## src/rtl/timing_sequencer.sv

```systemverilog
// Control-timing stage: start/stop flag S, sequence counter SC, one-hot T0..T(NUM_T-1)
// decode and a one-cycle wrap pulse that flags an instruction overrunning the last slot.
module timing_sequencer #(
  parameter int unsigned SC_WIDTH = 4,
  parameter int unsigned NUM_T    = 16
) (
  input  logic                clk,
  input  logic                reset,
  input  logic                start,
  input  logic                halt,
  input  logic                sc_clr,
  output logic [NUM_T-1:0]    t_out,
  output logic [SC_WIDTH-1:0] sc_value,
  output logic                running,
  output logic                t_wrap
);

  localparam logic [SC_WIDTH-1:0] SC_LAST = '1;
  localparam logic [SC_WIDTH-1:0] SC_ZERO = '0;
  localparam logic [SC_WIDTH-1:0] SC_ONE  = SC_WIDTH'(1);

  // The S flag is the FSM: idle (S=0) or running (S=1).
  typedef enum logic {
    ST_IDLE = 1'b0,
    ST_RUN  = 1'b1
  } state_t;

  state_t              r_state;
  state_t              w_state_nxt;
  logic [SC_WIDTH-1:0] r_sc;
  logic [SC_WIDTH-1:0] w_sc_nxt;
  logic                r_wrap;
  logic                w_wrap_nxt;

  // State register: S, SC and the wrap pulse; reset clears everything at once.
  always_ff @(posedge clk or negedge reset) begin
    if (!reset) begin
      r_state <= ST_IDLE;
      r_sc    <= SC_ZERO;
      r_wrap  <= 1'b0;
    end else begin
      r_state <= w_state_nxt;
      r_sc    <= w_sc_nxt;
      r_wrap  <= w_wrap_nxt;
    end
  end

  // Next-state logic: halt beats start; SC advances only while running.
  always_comb begin
    w_state_nxt = r_state;
    w_sc_nxt    = r_sc;
    w_wrap_nxt  = 1'b0;
    if (halt) begin
      w_state_nxt = ST_IDLE;
      w_sc_nxt    = SC_ZERO;
    end else begin
      if (start) begin
        w_state_nxt = ST_RUN;
      end
      if (r_state == ST_RUN) begin
        if (sc_clr) begin
          w_sc_nxt = SC_ZERO;
        end else begin
          w_sc_nxt   = r_sc + SC_ONE;
          w_wrap_nxt = (r_sc == SC_LAST);
        end
      end
    end
  end

  // Output decode purely from registered state; no input reaches an output.
  always_comb begin
    t_out    = '0;
    running  = (r_state == ST_RUN);
    sc_value = r_sc;
    t_wrap   = r_wrap;
    if (r_state == ST_RUN) begin
      t_out = NUM_T'(1) << r_sc;
    end
  end

endmodule
```

## config.mk

```make
export PLATFORM = sky130hd
export DESIGN_NAME = timing_sequencer
export DESIGN_NICKNAME = d
export VERILOG_FILES = /design/src/rtl/timing_sequencer.sv
export SDC_FILE = /design/constraint.sdc
export NUM_CORES = 1
export LEC_CHECK = 0
export CAP_MARGIN = 15
export CORE_AREA = 8 8 45 47
export CTS_BUF_LIST = sky130_fd_sc_hd__clkbuf_8
export CTS_CLUSTER_DIAMETER = 30
export DETAILED_ROUTE_END_ITERATION = 7
export DIE_AREA = 0 0 53 55
export PLACE_DENSITY = 0.78
export REMOVE_ABC_BUFFERS = 1
export SLEW_MARGIN = 20
export SYNTH_ARGS = -nofsm -noshare
export SYNTH_HDL_FRONTEND = slang
export SYNTH_SLANG_ARGS = --single-unit
```

## constraint.sdc

```tcl
create_clock -name clk -period 2.3 [get_ports clk]
set_input_delay 0.23 -clock clk [delete_from_list [all_inputs] [get_ports clk]]
set_output_delay 0.23 -clock clk [all_outputs]
set_load 0.05 [all_outputs]
```

==> results of run 1 <==
## worst max-delay path, delay by kind of cell, from the launching register on
kind | cells | cell delay (ps)
buf+inv | 2 | 920
fa+ha+maj | 1 | 180
simple gates | 2 | 180
flops | 1 | 440
## power groups by stage
| stage | registers [mW] | logic (mW) | clock network [mW] |
|---|---|---|---|
| floorplan | 0.125 | 0.0233 | 0 |
| global placement | 0.114 | 0.0607 | 0 |
| detailed placement | 0.114 | 0.0610 | 0 |
| CTS | 0.113 | 0.0613 | 0.159 |
| global route | 0.114 | 0.0658 | 0.167 |
| finish | 0.113 | 0.0604 | 0.154 |
## state kept, by name (all words and copies together) (netlist names)
signal	count
sc_value	4
running	1
t_wrap	1
## final cells by class
type / count / area share (%)
clock buffer: 3 / 5.28
inverter: 5 / 2.40
multi-input combinational: 47 / 39.2
sequential: 6 / 19.2
tap: 16 / 2.56
timing repair buffer: 28 / 31.4
## cells in the final DEF, fill, tap and decap left out, drive strengths merged
master and count:
clkbuf 3, nand2 5, clkdlybuf4s50 14, a311o 1, dfrtp 6, inv 5, nand3 2, nor4 1
ha 6, nand3b 1, and3 2, and2 2, and2b 1, a21oi 1, mux2i 2, nor3 7
buf 14, nor3b 1, nand2b 2, nor2 13
## metal layers
layer  global-route usage (%)  vias up  part of all wire, %
met3                     3.21        0                  6.5
met2                     15.4       13                   50
met5                        0        -                    0
met4                     3.88        0                    0
li1                         -      259                    -
met1                     12.4      221                   43
## metrics by stage
stage               area [um^2]  std cells
detailed placement          741        102
finish                      782        105
global route                782        105
CTS                         782        105
floorplan                   475         58
global placement            741        102
## Yosys cell counts, types with 2 or more instances
library cell / count
nand3_1: 2
dfrtp_1: 6
ha_1: 6
buf_6: 2
and2_1: 2
nor2_1: 13
nand2_1: 5
inv_1: 4
mux2i_1: 2
and3_2: 2
nor3_1: 7
## path summary, 6_finish.rpt
| check | end | slack [ps] | cells past startpoint |
|---|---|---|---|
| min in group clk | running | 570 | 3 |
| max | t_out[2] | 130 | 5 |
| max in group asynchronous | sc_value[3] | 1860 | 1 |
| max reg2reg | sc_value[2] | 950 | 5 |
| min | t_wrap | 240 | 1 |
| min reg2reg | sc_value[1] | 620 | 2 |
## logic make-up after synthesis
logic type      count (synthesis)  synth area share (%)
compound gates                  2                  3.01
buf+inv                         7                  8.29
simple gates                   37                  39.4
flops                           6                  30.1
mux                             2                  4.02
fa+ha+maj                       6                  15.1
==> flow_metrics.tcl, run 1 <==
set metrics [dict create \
    dpl.hpwl_um 1080 \
    synth_seq_cells 6 \
    post-place-ws_ps 342 \
    dieArea_um2 2920 \
    htree_levels 1 \
    synthTopCellsByArea "dfrtp_1 (30%), ha_1 (15%), nor2_1 (9.8%), nor3_1 (7.0%), buf_6 (4.5%)" \
    p_leak_nw 0.368 \
    final_antenna_net_count 0 \
    ios 27 \
    postLayoutCoreUtil_pct 56.5 \
    synth_top_area_cell "dfrtp_1" \
    tightest_slew_ps 508 \
    avgSynthCellArea_um2 8.30 \
    fp.dieW_um 53 \
    cts_root_buf "clkbuf_8" \
    clockPowerShare_pct 47.0 \
    cts_tree "yes" \
    p_int_uw 244 \
    cp-start-kind "flip-flop" \
    hold_path.class "input pin to async pin" \
    routed-via-count 493 \
    num-fill-cells 133 \
    ir_drop_mv 0.365 \
    synth_edf_count 0 \
    rsz0062_at_grt "no" \
    synth_top_area_share_pct 30.2 \
    timing.final.crit_period_ps 2170 \
    synth_top_flop_cell "dfrtp_1" \
    fin_nets 102 \
    critPathCaptureType "output port" \
    clkTransAtPathRegs_ps 40 \
    crit_type "flip-flop to output port" \
    crit_slowest_cell "clkdlybuf4s50_1" \
    pwr-share-seq_pct 34.6 \
    path_cells "inv_1 > ha_1 > nand2_1 > nor2_1 > clkdlybuf4s50_1" \
    fin_ws_ps 135 \
    yosysWarnings 0 \
    skew_ps 0.590 \
    hold_viol_final 0 \
    fin_total_pwr_uw 327 \
    clock_latency_ps 220 \
    io_buffers 26 \
    layout-drive-gt1-share_pct 25.8 \
    slew_headroom_pct 66.0 \
    cap_violations 0 \
    worstPathRequired_ps 2070 \
    clock.fmax_ghz 0.462 \
    synth_area_um2 498 \
    overflow 0 \
    min_period_over_period_pct 94.1 \
    hold_buffers 0 \
    seq_area_frac_synth_pct 30.2 \
    drt-total-wl_um 1320 \
    dr.first_iter.drc_count 2 \
    cp_slowest_stage_delay_ps 810 \
    area_growth_pct 57.0 \
    cts_resized 0 \
    p_sw_share_pct 25.4 \
    grt_pass1_vias 484 \
    cts-buffers-inserted 3 \
    critPathArrivalTime_ps 1940 \
    grt_pass1_wl_um 2210 \
    floorplan.initialDensity_pct 36.0 \
    die_height_um 55 \
    antenna_found_initial 0 \
    combPwrFrac_pct 18.5 \
    slew_violations 0 \
    antenna_cells 0 \
    rr_startpoint "sc_value[0]" \
    clockBufferDepth 2 \
    numClockSinks 6 \
    setup_viol 0 \
    power_density_nw_per_um2 418 \
    core_um2 1380 \
    multi_input_area_um2 307 \
    drc 0 \
    dr.pass1.iters 3 \
    fp-row-count 14 \
    netlist_instances 60 \
    ys_types 20 \
    grt_max_degree 12 \
    register_area_um2 150 \
    wl_per_cell_um 12.5 \
    fin_hold_ws_ps 243 \
    setup_tns_ps 0 \
    startpoint "sc_value[0]" \
    status "complete, no violations" \
    post_cts_buffers 0 \
    ys_async_sr_fraction_pct 100 \
    path_max_fanout 7 \
    avgViaCountPerCell 4.70 \
    place_congestion 0.798 \
    track_usage_pct 9.90 \
    p_sw_uw 83.1 \
]
(Power assumes the default switching activity.)
==> run 2, diff against run 1 <==
--- a/config.mk
+++ b/config.mk
@@ -17,3 +17,4 @@
 export SYNTH_ARGS = -nofsm -noshare
 export SYNTH_HDL_FRONTEND = slang
 export SYNTH_SLANG_ARGS = --single-unit
+export TNS_END_PERCENT = 20
==> results of run 2 <==
The final DEF is identical to that of run 1; final timing and power are the same.
==> run 3, diff against run 2 <==
--- a/config.mk
+++ b/config.mk
@@ -11,8 +11,10 @@
 export CTS_CLUSTER_DIAMETER = 30
 export DETAILED_ROUTE_END_ITERATION = 7
 export DIE_AREA = 0 0 53 55
+export GPL_TIMING_DRIVEN = 0
 export PLACE_DENSITY = 0.78
 export REMOVE_ABC_BUFFERS = 1
+export SETUP_SLACK_MARGIN = 0.2
 export SLEW_MARGIN = 20
 export SYNTH_ARGS = -nofsm -noshare
 export SYNTH_HDL_FRONTEND = slang
==> flow_metrics.tcl, run 3 (same netlist as run 1, synthesis figures left out) <==
set metrics [dict create \
    status "complete, no violations" \
    area_growth_pct 66.1 \
    fp-row-count 14 \
    routed-via-count 502 \
    track_usage_pct 10.3 \
    cts_tree "yes" \
    pwr-share-seq_pct 36.0 \
    grt_max_degree 15 \
    combPwrFrac_pct 17.1 \
    antenna_cells 0 \
    p_sw_share_pct 25.5 \
    slew_headroom_pct 64.1 \
    critPathArrivalTime_ps 1720 \
    cts_root_buf "clkbuf_8" \
    fin_nets 100 \
    cts-buffers-inserted 3 \
    grt_pass1_wl_um 2330 \
    p_int_uw 243 \
    cp_top_family "buffers and inverters" \
    wl_per_cell_um 13.6 \
    ios 27 \
    place_congestion 0.728 \
    num-fill-cells 133 \
    clkTransAtPathRegs_ps 40 \
    hold_viol_final 0 \
    clock.fmax_ghz 0.514 \
    clock_latency_ps 220 \
    rsz0062_at_grt "no" \
    power_density_nw_per_um2 394 \
    setup_viol 0 \
    path_buf_inv 3 \
    skew_ps 0.931 \
    tightest_slew_ps 537 \
    slew_violations 0 \
    clockBufferDepth 2 \
    hold_buffers 0 \
    layout-drive-gt1-share_pct 11.5 \
    floorplan.initialDensity_pct 36.0 \
    timing.final.crit_period_ps 1950 \
    mostFrequentLayoutCells "nor2_1 (13), dlymetal6s2s_1 (13), clkdlybuf4s50_1 (10)" \
    worstPathRequired_ps 2070 \
    hold_path.class "input pin to async pin" \
    min_period_over_period_pct 84.6 \
    fin_area_um2 827 \
    grt_pass1_vias 545 \
    htree_levels 1 \
    dpl.hpwl_um 1060 \
    io_buffers 26 \
    dr.first_iter.drc_count 5 \
    clockPowerShare_pct 47.0 \
    cap_violations 0 \
    drc 0 \
    dpl.cell_count 100 \
    numClockSinks 6 \
    crit_type "flip-flop to output port" \
    largest_reg_flops 4 \
    postLayoutCoreUtil_pct 59.8 \
    dr.pass1.iters 4 \
    ir_drop_mv 0.339 \
    dieArea_um2 2920 \
    final_antenna_net_count 0 \
    critPathCaptureType "output port" \
    cp-start-kind "flip-flop" \
    avgViaCountPerCell 4.87 \
    path_max_fanout 7 \
    core_um2 1380 \
    die_height_um 55 \
    drt-total-wl_um 1400 \
    p_sw_uw 83.1 \
    fp.dieW_um 53 \
    p_leak_nw 0.584 \
    crit_slowest_cell "dlygate4sd2_1" \
    cpMostUsedCell "inv_1" \
    placed_area_um2 756 \
    antenna_found_initial 0 \
    overflow 0 \
    final_cells 103 \
    cp_slowest_stage_delay_ps 550 \
    path_cells "inv_1 > ha_1 > inv_1 > nor3_1 > dlygate4sd2_1" \
]
-- run 3: power groups by stage --
stage	clock network, mW	registers [mW]	logic (mW)
6_report	0.153	0.117	0.0556
4_1_cts	0.157	0.117	0.0561
5_1_grt	0.162	0.118	0.0607
3_5_place_dp	0	0.118	0.0560
3_3_place_gp	0	0.118	0.0548
2_1_floorplan	0	0.125	0.0233
-- run 3: final timing paths --
path                             startpoint           to  slack, ps  depth (start not counted)
worst min-delay path                  reset       t_wrap        260                          1
min in group clk                      start      running        570                          3
worst max-delay path            sc_value[0]    t_out[14]        350                          5
worst max register to register  sc_value[0]  sc_value[2]        930                          5
max in group asynchronous             reset      running       1800                          1
worst min register to register  sc_value[1]  sc_value[1]        630                          2
-- run 3: worst register-to-register path, stage by stage, from the launching register on --
cell and delay [ps]:
dfrtp_1 450, ha_1 270, ha_1 270, nor2_1 110, mux2i_1 80, nor2_1 110
-- run 3: repair_timing --
item	4_1_cts	5_1_grt
hold endpoints to repair	0	0
gates resized for setup	3	14
endpoints found under the setup margin	16	16
buffers inserted	0	0
-- run 3: area by class of cell --
| type | instances | area, um^2 | area share (%) |
|---|---|---|---|
| multi-input combinational | 47 | 307 | 37.1 |
| tap | 16 | 20.0 | 2.42 |
| clock buffer | 3 | 41.3 | 4.99 |
| inverter | 5 | 18.8 | 2.27 |
| sequential | 6 | 151 | 18.3 |
| timing repair buffer | 26 | 289 | 34.9 |
-- run 3: stage by stage --
step	TNS, ps	power, mW	hold slack, ps	worst slack [ps]
final	0	0.326	261	353
after global routing	0	0.341	289	190
after CTS	0	0.330	271	1.54
after detailed placement	0	0.174	501	177
after global placement	0	0.173	485	213
after floorplan	-222	0.148	-65.6	-84.3
-- run 3: layer usage --
metal / vias to the layer above / part of all wire [%] / track usage (%)
met1: 229 / 40 / 11.1
met2: 17 / 53 / 17.8
met4: 0 / 0.86 / 4.74
li1: 252 / - / -
met5: - / 0 / 0
met3: 4 / 6.1 / 3.48
